$ cat src/rtl/pic10_fetch_unit.sv
// pic10_fetch_unit: PC, instruction register and 2-level call stack for the PIC10 core.
// Optional build macro PIC10_STACK_STATUS_EN adds stack_depth / stack_err status outputs.
// Revision: 1.0
`default_nettype none

module pic10_fetch_unit #(
   parameter logic [8:0]  RESET_VECTOR = 9'h1FF,
   parameter logic [11:0] NOP_WORD     = 12'h000
) (
   input  logic        clk,
   input  logic        rst_n,
   output logic [8:0]  pc_bus,
   input  logic [11:0] program_bus,
   output logic [11:0] ir,
   output logic        ir_valid,
   input  logic        stall,
   input  logic        goto_en,
   input  logic        call_en,
   input  logic        ret_en,
   input  logic        pcl_wr,
   input  logic        skip,
   input  logic [8:0]  target,
   input  logic [7:0]  pcl_data
`ifdef PIC10_STACK_STATUS_EN
   ,
   output logic [1:0]  stack_depth,
   output logic        stack_err
`endif
);

   logic [8:0] r_stack0;
   logic [8:0] r_stack1;

   // pc_bus is the PC register itself, so it doubles as the CALL return address.
   always_ff @(posedge clk or negedge rst_n) begin
      if (!rst_n) begin
         pc_bus   <= RESET_VECTOR;
         ir       <= NOP_WORD;
         ir_valid <= 1'b0;
         r_stack0 <= 9'h000;
         r_stack1 <= 9'h000;
      end else if (!stall) begin
         if (ret_en) begin
            pc_bus   <= r_stack0;
            r_stack0 <= r_stack1;
            ir       <= NOP_WORD;
            ir_valid <= 1'b0;
         end else if (call_en) begin
            r_stack1 <= r_stack0;
            r_stack0 <= pc_bus;
            pc_bus   <= {1'b0, target[7:0]};
            ir       <= NOP_WORD;
            ir_valid <= 1'b0;
         end else if (goto_en) begin
            pc_bus   <= target;
            ir       <= NOP_WORD;
            ir_valid <= 1'b0;
         end else if (pcl_wr) begin
            pc_bus   <= {1'b0, pcl_data};
            ir       <= NOP_WORD;
            ir_valid <= 1'b0;
         end else if (skip) begin
            pc_bus   <= pc_bus + 9'd1;
            ir       <= NOP_WORD;
            ir_valid <= 1'b0;
         end else begin
            pc_bus   <= pc_bus + 9'd1;
            ir       <= program_bus;
            ir_valid <= 1'b1;
         end
      end
   end

`ifdef PIC10_STACK_STATUS_EN
   logic w_push;
   logic w_pop;

   assign w_pop  = !stall && ret_en;
   assign w_push = !stall && !ret_en && call_en;

   // Depth saturates at both ends; any out-of-range push/pop latches the error.
   always_ff @(posedge clk or negedge rst_n) begin
      if (!rst_n) begin
         stack_depth <= 2'd0;
         stack_err   <= 1'b0;
      end else if (w_pop) begin
         if (stack_depth == 2'd0) begin
            stack_err <= 1'b1;
         end else begin
            stack_depth <= stack_depth - 2'd1;
         end
      end else if (w_push) begin
         if (stack_depth == 2'd2) begin
            stack_err <= 1'b1;
         end else begin
            stack_depth <= stack_depth + 2'd1;
         end
      end
   end
`endif

endmodule

`default_nettype wire

$ cat config.mk
export PLATFORM = sky130hd
export DESIGN_NAME = pic10_fetch_unit
export DESIGN_NICKNAME = d
export VERILOG_FILES = /design/src/rtl/pic10_fetch_unit.sv
export SDC_FILE = /design/constraint.sdc
export NUM_CORES = 1
export LEC_CHECK = 0
export CORE_MARGIN = 2
export CORE_UTILIZATION = 23
export DETAILED_ROUTE_END_ITERATION = 10
export HOLD_SLACK_MARGIN = 0.02
export PLACE_DENSITY = 0.49
export REMOVE_ABC_BUFFERS = 1
export SLEW_MARGIN = 15
export SYNTH_ARGS = -nofsm -noshare
export SYNTH_HDL_FRONTEND = slang
export SYNTH_SLANG_ARGS = --single-unit
$ cat constraint.sdc
create_clock -name clk -period 1.8 [get_ports clk]
set_clock_uncertainty 0.2 [all_clocks]
set_input_delay 0.36 -clock clk [delete_from_list [all_inputs] [get_ports clk]]
set_output_delay 0.36 -clock clk [all_outputs]
set_load 0.005 [all_outputs]
Word-level counts from Yosys, hierarchy flattened
Index checks and enable logic that the tools add are counted.

cells by class
  add/sub/neg operators = 1
  multiplexer cells = 16
  bitwise operators = 2
  reduce and logical (&&, ||, !) cells = 3

operators with widths
  kind                                                           number
  12-bit two-way mux                                             5
  9-bit two-way mux                                              6
  9-bit by 1-bit adder with 9-bit output, second input constant  1
  1-bit two-way mux                                              5
  3-bit AND reduction                                            1
  1-bit NOT                                                      2
  2-bit AND reduction                                            1
  2-bit nonzero test                                             1

storage, ports and cells
  register bits = 40
  input port bits = 37
  output and inout bits = 22
  word-level logic and storage cells = 27

Depth between registers and ports, before layout
Gate-level depths: netlist (run 1).

  word-level depth = 5
  gate-level depth with buffers = 6
  mapped depth without buffers = 5

Least setup slack after synthesis (run 1)
Ideal clock, no wire load.

  path type = register to register
  from = reg pc_bus[0]
  to = reg pc_bus[8]
  library setup time = 0.084 ns
  arrival = 1.410 ns
  data required time = 1.516 ns
  path slack = 0.106 ns
  cell stages (with the launch flop) = 6
  buffers on the path = 0
  clock period less this slack = 1.694 ns
  cells stage by stage = dfstp_2 ha_1 nand3_1 o211a_1 o31ai_1 a2bb2oi_1

between the ends
  cells in the longest elaborated chain, start to end = 5

ends and longest elaborated chain
  item                                    line    RTL
  start, declared                         12      output logic [8:0] pc_bus,
  start signal, assigned                  44      pc_bus <= r_stack0;
  start signal, assigned                  51      pc_bus <= {1'b0, target[7:0]};
  start signal, assigned                  55      pc_bus <= target;
  9-bit by 1-bit adder with 9-bit output  63, 67
  9-bit two-way mux                       58      end else if (pcl_wr) begin
  9-bit two-way mux                       54      end else if (goto_en) begin
  9-bit two-way mux                       48      end else if (call_en) begin
  9-bit two-way mux                       43      if (ret_en) begin

Every way passes these cells.
A chain may end at the register's enable or synchronous reset.

Worst setup path in the final report (run 1)
Same ends and word-level chain as after synthesis.

==> metrics, run 1 <==
commonest non-fill, non-tap cells in the layout clkdlybuf4s50_1 (46), buf_4 (35), dfrtp_1 (31); min-delay worst type reg -> reg; initial detailed-routing violation count 66; power per cell area 826 mW/mm^2; Yosys warning count 0; first-pass GRT wire length 9670 microns; sequential share of power 45.2%; Clock transition at path regs 0.08 ns; CTS root buf clkbuf_8; Slew Limit Fails 0; Cell Area, Synth 0.00201 sq mm; Routability Congestion 0.797; f_max 0.567 GHz; All-Layer GR Usage 12.9%; Ports 59; pin count of the biggest net entering global routing 41; maximum VDD drop 0.000260 V; leakage power total 1.40 nW; switching power total 0.729 mW; Antenna Cells 0; Fin. Hold Viols 0; die height 97.4 microns; flop2flop setup slack 0.04 ns; outcome completed; WL/cell 15.2 microns; pre-CTS setup slack -0.338 ns; Max-Cap Viols 0; antenna violation net count after detailed routing 0; Hold Slack 0.295 ns; fin crit share 98.0%; CP Capture Point pc_bus[8]; worst r2r dst pc_bus[8]; initial antenna violation count 0; layout cells sized above 1 29.6%; clk sinks 40; FF-to-FF path depth 5; commonest non-fill, non-tap cell in the layout clkdlybuf4s50_1; internal power 1.89 mW; Setup crit end kind flop; Final setup viols 0; Gate power share 26.5%; final wirelength 5860 microns; clock share of power 28.3%; synth unique cells 48; ys flop type dfrtp_1; Row Count 34; Max-slew headroom 77.9%; vias per std cell 4.60; Die ar. 0.00949 sq mm; syn avg cell area 11.1 sq um; Worst Setup SP pc_bus[0]; CORE AREA 0.00859 sq mm; Starting Density 23.4%; CP max FO 3; area grow syn2layout 57.6%; setup slack after layout 0.0360 ns; Post-DP HPWL 4240 microns; switching share of power 27.9%; CP arrival 1.79 ns; vias in the first global route 1836; DIE WIDTH 97.4 microns; element type at the critical path start flop; CP Class reg -> reg; CTS tree yes; hold path start ir_valid; register area share after synthesis 50.4%; I/O Buffers 58; fin nets 314; global route total overflow 0; RSZ-0062 raised after global routing true; CP Data Required Time 1.82 ns; Remaining DRCs 0; Mapped Cells 181; Detailed Routing Iterations Pass 1 5; Clk Latency, worst-skew pair 0.29 ns; Worst-Margin Slew 0.331 ns; Synth Register Bits 40; Tmin final 1.76 ns; Synth async-reset ratio 100%; Post-synth EDFFs 0; routed vias 1772; TritonCTS Buffers 5; htree depth 2; CTS max path bufs 2; Worst R2R Start pc_bus[0]
## synthesized netlist by cell type, types with 2 or more instances
library cell	count	area [sq um]
nand3_1	3	15.0
and2_1	2	12.5
inv_1	2	7.51
o21ai_0	17	85.1
buf_2	5	25.0
and3_1	4	25.0
dfrtp_1	31	776
clkbuf_1	2	7.51
buf_4	3	22.5
a22o_1	12	105
mux2i_1	13	130
nand2_1	13	48.8
o21a_1	4	30.0
nor2_1	7	26.3
dfstp_2	9	236
or3_1	3	18.8
mux2_2	9	101
a31oi_1	3	18.8
nor3_1	4	20.0
xnor2_1	3	26.3
a21oi_1	5	25.0
## stage by stage
stage | util [%] | TNS (ns) | std cells | cell area, sq um | power (mW)
finish | 36.8 | 0 | 385 | 3160 | 2.61
global route | 36.8 | -0.0296 | 385 | 3160 | 2.77
CTS | 36.3 | 0 | 385 | 3120 | 2.63
detailed placement | 34.2 | -9.71 | 369 | 2940 | 1.85
global placement | 34.2 | -9.88 | 369 | 2940 | 1.84
floorplan | - | 0 | 171 | 1950 | 1.47
## what timing repair did
action,in CTS,in global routing
pin swaps,0,2
endpoints found under the setup margin,24,19
hold buffers,1,0
resized for setup,14,9
endpoints found under the hold margin,31,0
setup buffers,7,0
## cell families after synthesis
family | synth area share (%)
xor+xnor | 1.31
fa+ha+maj | 0.623
compound gates | 20.7
mux | 11.5
flops | 50.4
simple gates | 11.9
buf+inv | 3.49
## flip-flops by register name, summed over array words and instances (netlist names)
signal and count:
ir_valid 1, pc_bus 9, r_stack0 9, r_stack1 9
ir 12
## area by class of cell
| cell class | count | area (sq um) |
|---|---|---|
| multi-input cells | 127 | 981 |
| inverters | 4 | 15.0 |
| flip-flops and latches | 40 | 1010 |
| well taps | 108 | 135 |
| fillers | 885 | 5430 |
| clock inverters | 3 | 42.5 |
| clock buffers | 5 | 68.8 |
| repair buffers | 98 | 910 |
## critical path, cell delays in order, from the launching register on
cell and delay [ns]:
dfstp_2 0.59, ha_4 0.16, nand3_2 0.13, o211a_1 0.26, o31ai_2 0.26, a2bb2oi_1 0.09
## power by group through the flow
stage | combinational, mW | clock (mW) | sequential, mW
floorplan | 0.270 | 0 | 1.20
global placement | 0.613 | 0 | 1.23
detailed placement | 0.620 | 0 | 1.23
CTS | 0.681 | 0.769 | 1.18
global route | 0.765 | 0.798 | 1.21
finish | 0.692 | 0.740 | 1.18
## layer usage
layer  GRT usage (%)  routed length (microns)  vias to the layer above
met2            19.7                     2590                       52
met4            3.53                       40                        0
met1            18.1                     2920                      849
met5               0                        0                        -
met3            3.09                      310                        5
li1                -                        -                      866
## worst min path at each step
stage / cells past startpoint / to / slack (ns)
after floorplan: 0 / ir[0] / -0.14
after global placement: 2 / r_stack0[0] / 0.15
after detailed placement: 2 / r_stack0[0] / 0.15
after CTS: 1 / ir_valid / 0.30
after global routing: 1 / r_stack1[2] / 0.33
final: 1 / ir_valid / 0.30
(Power assumes the default switching activity.)
==> inputs of run 2 (changes only) <==
--- a/config.mk
+++ b/config.mk
@@ -6,10 +6,10 @@
 export NUM_CORES = 1
 export LEC_CHECK = 0
 export CORE_MARGIN = 2
-export CORE_UTILIZATION = 23
+export CORE_UTILIZATION = 47
 export DETAILED_ROUTE_END_ITERATION = 10
 export HOLD_SLACK_MARGIN = 0.02
-export PLACE_DENSITY = 0.49
+export PLACE_DENSITY = 0.84
 export REMOVE_ABC_BUFFERS = 1
 export SLEW_MARGIN = 15
 export SYNTH_ARGS = -nofsm -noshare
==> run 2 against run 1 <==
Against the previous run:
- die area is 49% lower
- sequential share of layout area is 1.1 points higher
- combinational power is 0.9% higher
- first-iteration DRC count is 100% higher
- clock power is 2% lower
- largest cell class unchanged
==> metrics, run 2 (synthesized netlist as in run 1, its figures left out) <==
outcome completed; element type at the critical path start flop; CTS max path bufs 2 (unchanged); final wirelength 5600 microns (-4.5%); layout cells sized above 1 29.3% (-0.26 points); global route total overflow 0 (unchanged); Starting Density 49.5% (+26 points); Max-slew headroom 66.4% (-12 points); commonest non-fill, non-tap cells in the layout clkdlybuf4s50_1 (48), buf_4 (36), dfrtp_1 (31); CP Data Required Time 1.82 ns (about the same); Post-DP HPWL 3780 microns (-11%); max reg flops 12 (unchanged); Die ar. 0.00481 sq mm (-49%); DIE WIDTH 69.4 microns (-29%); Worst R2R Start pc_bus[1]; Most flops, register ir; Final setup viols 0 (unchanged); htree depth 2 (unchanged); area grow syn2layout 52.4%; maximum VDD drop 0.000610 V (+130%); Setup crit end kind flop; Hold Slack 0.316 ns (+0.0211 ns); CP arrival 1.79 ns (about the same); fin nets 313 (-0.32%); antenna violation net count after detailed routing 0 (unchanged); flop2flop setup slack 0.02 ns (about the same); f_max 0.563 GHz (-0.73%); Worst-Margin Slew 0.504 ns (+0.173 ns); routed vias 1836 (+3.6%); CP Capture Point pc_bus[8]; CTS root buf clkbuf_8; commonest non-fill, non-tap cell in the layout clkdlybuf4s50_1; CTS tree yes; initial antenna violation count 0 (unchanged); initial detailed-routing violation count 133 (+100%); Detailed Routing Iterations Pass 1 4 (-1); Clk Latency, worst-skew pair 0.29 ns (about the same); WL/cell 17.2 microns (+13%); CORE AREA 0.00406 sq mm (-53%); pin count of the biggest net entering global routing 41 (unchanged); power per cell area 856 mW/mm^2 (+3.6%); TritonCTS Buffers 5 (unchanged); die height 69.4 microns (-29%); fin crit share 98.7% (+0.72 points); Tmin final 1.78 ns (+0.0130 ns); Ports 59 (unchanged); Remaining DRCs 0 (unchanged); Fin. Hold Viols 0 (unchanged); setup_tns 0 ns (unchanged); Routability Congestion 0.826 (+3.6%); I/O Buffers 58 (unchanged); Worst Setup SP pc_bus[1]; vias per std cell 5.63 (+22%); FF-to-FF path depth 6 (+1); leakage power total 1.37 nW (-2.1%); hold path start ir[6]; Row Count 23 (-32%); All-Layer GR Usage 24.0% (+11 points); Slew Limit Fails 0 (unchanged); CP max FO 3 (unchanged); CP Class reg -> reg; worst r2r dst pc_bus[8]; number of fill cells 274 (-69%); clk sinks 40 (unchanged); Max-Cap Viols 0 (unchanged); min-delay worst type reg -> reg; Antenna Cells 0 (unchanged); Final Power 2.62 mW (+0.19%); first-pass GRT wire length 9110 microns (-5.8%); vias in the first global route 1819 (-0.93%); Clock transition at path regs 0.07 ns (about the same); RSZ-0062 raised after global routing true
-- run 2: power breakdown --
part / leakage, nW / switching [mW] / total [mW] / internal, mW
combinational: 0.808 / 0.303 / 0.698 / 0.395
sequential: 0.505 / 0.117 / 1.20 / 1.08
clock: 0.0541 / 0.313 / 0.723 / 0.410
-- run 2: how the worst min path moves through the flow --
| stage | to | slack, ns | depth (start not counted) |
|---|---|---|---|
| 6_report | ir[6] | 0.32 | 1 |
| 5_1_grt | ir[11] | 0.33 | 1 |
| 4_1_cts | ir[6] | 0.32 | 1 |
| 3_5_place_dp | r_stack1[4] | 0.24 | 2 |
| 3_3_place_gp | r_stack1[4] | 0.24 | 2 |
| 2_1_floorplan | ir[0] | -0.14 | 0 |
-- run 2: through the flow --
| stage | instances | setup WS, ns | cell area, sq um | util, % |
|---|---|---|---|---|
| after floorplan | 171 | 0.106 | 1950 | - |
| after global placement | 307 | -0.324 | 2810 | 69.3 |
| after detailed placement | 307 | -0.388 | 2810 | 69.3 |
| after CTS | 325 | -0.00372 | 3010 | 74.1 |
| after global routing | 326 | -0.0289 | 3060 | 75.4 |
| final | 326 | 0.0230 | 3060 | 75.4 |
-- run 2: layout make-up --
class                   instances  area (sq um)  area share (%)
repair buffers                 97           876            28.6
inverters                       4          15.0           0.491
well taps                      50          62.6            2.04
clock inverters                 3          42.5            1.39
multi-input cells             127           983            32.1
flip-flops and latches         40          1010            33.1
clock buffers                   5          68.8            2.25
-- run 2: critical path, stage by stage (launching register included) --
cell and delay [ns]:
dfstp_2 0.56, buf_4 0.13, ha_4 0.15, nand3_2 0.10
o211a_1 0.24, o31ai_2 0.24, a2bb2oi_1 0.09
-- run 2: metal layers --
| layer | track usage, % | wire (microns) | up-vias |
|---|---|---|---|
| met5 | 0 | 0 | - |
| met4 | 6.97 | 57 | 0 |
| met3 | 5.09 | 347 | 4 |
| met2 | 39.5 | 2790 | 71 |
| met1 | 32.0 | 2400 | 900 |
| li1 | - | - | 861 |
-- run 2: what timing repair did --
| item | CTS | global route |
|---|---|---|
| resized for setup | 13 | 8 |
| hold buffers | 1 | 0 |
| hold endpoints to repair | 31 | 0 |
| setup buffers | 9 | 3 |
| pin swaps | 0 | 4 |
| setup endpoints to repair | 22 | 6 |
==> inputs of run 3 (changes only) <==
--- a/config.mk
+++ b/config.mk
@@ -11,6 +11,7 @@
 export HOLD_SLACK_MARGIN = 0.02
 export PLACE_DENSITY = 0.84
 export REMOVE_ABC_BUFFERS = 1
+export SKIP_LAST_GASP = 1
 export SLEW_MARGIN = 15
 export SYNTH_ARGS = -nofsm -noshare
 export SYNTH_HDL_FRONTEND = slang
==> run 3 against run 2 <==
Against the previous run:
- die area stayed put
- first-iteration DRC count up 11%
- cell count is 0.31% higher
- clock power rose by 2%
- largest cell class unchanged
- utilization up 0.86 points
- highest routed layer unchanged
- register-to-register slack lost 0.02 ns
- cell area grew 1.1%
- total power rose by 1.7%
- sequential cell count is the same
- largest power group unchanged
==> metrics, run 3 (synthesized netlist as in run 1, its figures left out) <==
outcome completed; Starting Density 49.5% (unchanged); Detailed Routing Iterations Pass 1 4 (unchanged); Worst R2R Start pc_bus[1]; max reg flops 12 (unchanged); Slew Limit Fails 0 (unchanged); Hold Slack 0.316 ns (-0.000677 ns); Antenna Cells 0 (unchanged); flop2flop setup slack 0.006 ns (-0.02 ns); area grow syn2layout 54.1%; fin crit share 99.6% (+0.93 points); CP Capture Point pc_bus[1]; commonest non-fill, non-tap cells in the layout clkdlybuf4s50_1 (48), buf_4 (34), dfrtp_1 (31); DIE WIDTH 69.4 microns (unchanged); CTS tree yes; Worst path max stage delay 0.59 ns (+0.03 ns); Clock transition at path regs 0.08 ns (about the same); CP Depth 2 (-4); Clk Latency, worst-skew pair 0.30 ns (about the same); CP arrival 1.23 ns (-0.56 ns); pre-CTS setup slack -0.388 ns (unchanged); antenna violation net count after detailed routing 0 (unchanged); initial detailed-routing violation count 148 (+11%); final wirelength 5890 microns (+5.2%); htree depth 2 (unchanged); f_max 0.558 GHz (-0.93%); layout cells sized above 1 30.0% (+0.62 points); routed vias 1837 (+0.054%); pin count of the biggest net entering global routing 41 (unchanged); fin nets 314 (+0.32%); setup slack after layout 0.00636 ns (-0.0167 ns); TritonCTS Buffers 5 (unchanged); initial antenna violation count 0 (unchanged); CP cell instances buf_4, dlygate4sd2_1; maximum VDD drop 0.000632 V (+3.5%); vias per std cell 5.62 (-0.25%); Fin. Hold Viols 0 (unchanged); final instance area 0.00310 sq mm (+1.1%); die height 69.4 microns (unchanged); CP Data Required Time 1.24 ns (-0.58 ns); Crit path max-delay family flip-flops; Setup crit end kind output pin; CP max FO 3 (unchanged); Final setup viols 0 (unchanged); leakage power total 1.39 nW (+1.7%); critical path buffer and inverter count 2 (+1); element type at the critical path start flop; Worst-Margin Slew 0.499 ns (-0.00543 ns); Routability Congestion 0.826 (unchanged); Tmin final 1.79 ns (+0.0167 ns); vias in the first global route 1818 (-0.055%); All-Layer GR Usage 24.0% (unchanged); global route total overflow 0 (unchanged); Placed Area 0.00281 sq mm (unchanged); CTS max path bufs 2 (unchanged); min-delay worst type reg -> reg; commonest non-fill, non-tap cell in the layout clkdlybuf4s50_1; FF-to-FF path depth 5 (-1); power per cell area 860 mW/mm^2 (+0.51%); Die ar. 0.00481 sq mm (unchanged); Ports 59 (unchanged); Max-Cap Viols 0 (unchanged); first-pass GRT wire length 9110 microns (unchanged); CORE AREA 0.00406 sq mm (unchanged); worst r2r dst pc_bus[7]; clk sinks 40 (unchanged); WL/cell 18.0 microns (+4.9%); CP Class reg -> out; Remaining DRCs 0 (unchanged); Row Count 23 (unchanged); Most flops, register ir; CP max-delay cell dfstp_2; CTS root buf clkbuf_8; Worst Setup SP pc_bus[1]; RSZ-0062 raised after global routing true; I/O Buffers 58 (unchanged); Post-DP HPWL 3780 microns (unchanged); Max-slew headroom 66.8% (+0.36 points)
[run 3: how the worst min path moves through the flow]
stage | startpoint | cells past startpoint | endpoint
3_3_place_gp | rst_n | 2 | r_stack1[4]
2_1_floorplan | rst_n | 0 | ir[0]
3_5_place_dp | rst_n | 2 | r_stack1[4]
5_1_grt | ir[11] | 1 | ir[11]
6_report | ir[6] | 1 | ir[6]
4_1_cts | ir[6] | 1 | ir[6]
[run 3: layout make-up]
type	instances	area, sq um
Sequential cell	40	1010
Inverter	4	15.0
Timing Repair Buffer	98	898
Fill cell	266	962
Clock buffer	5	68.8
Tap cell	50	62.6
Multi-Input combinational cell	127	996
Clock inverter	3	42.5
[run 3: power by group]
| group | total (mW) | internal [mW] | switching [mW] |
|---|---|---|---|
| combinational | 0.722 | 0.408 | 0.314 |
| clock | 0.735 | 0.410 | 0.325 |
| sequential | 1.21 | 1.08 | 0.124 |
| total | 2.66 | 1.90 | 0.763 |
[run 3: metrics by stage]
stage	utilization [%]	TNS, ns	total power, mW	cells
finish	76.3	0	2.66	327
global route	76.3	-0.138	2.79	327
CTS	74.0	-0.108	2.58	325
detailed placement	69.3	-8.51	1.82	307
global placement	69.3	-7.79	1.80	307
floorplan	-	0	1.47	171
[run 3: worst register-to-register path, delay by kind of cell (launching register included)]
kind,cells,cell delay (ns)
and+or+nand+nor,2,0.48
AOI/OAI and AO/OA,2,0.30
buffers and inverters,1,0.14
DFF,1,0.59
[run 3: timing repair]
action | in CTS | in global routing
setup buffers | 9 | 4
endpoints found under the setup margin | 22 | 7
endpoints found under the hold margin | 31 | 0
resized for setup | 11 | 15
pin swaps | 0 | 4
hold buffers | 1 | 0
[run 3: metal layers]
layer / vias to the layer above / part of all wire (%) / GRT usage [%]
met5: - / 0 / 0
met4: 0 / 2.2 / 6.97
met3: 15 / 5.7 / 5.09
met2: 69 / 51 / 39.5
met1: 885 / 41 / 32.0
li1: 868 / - / -
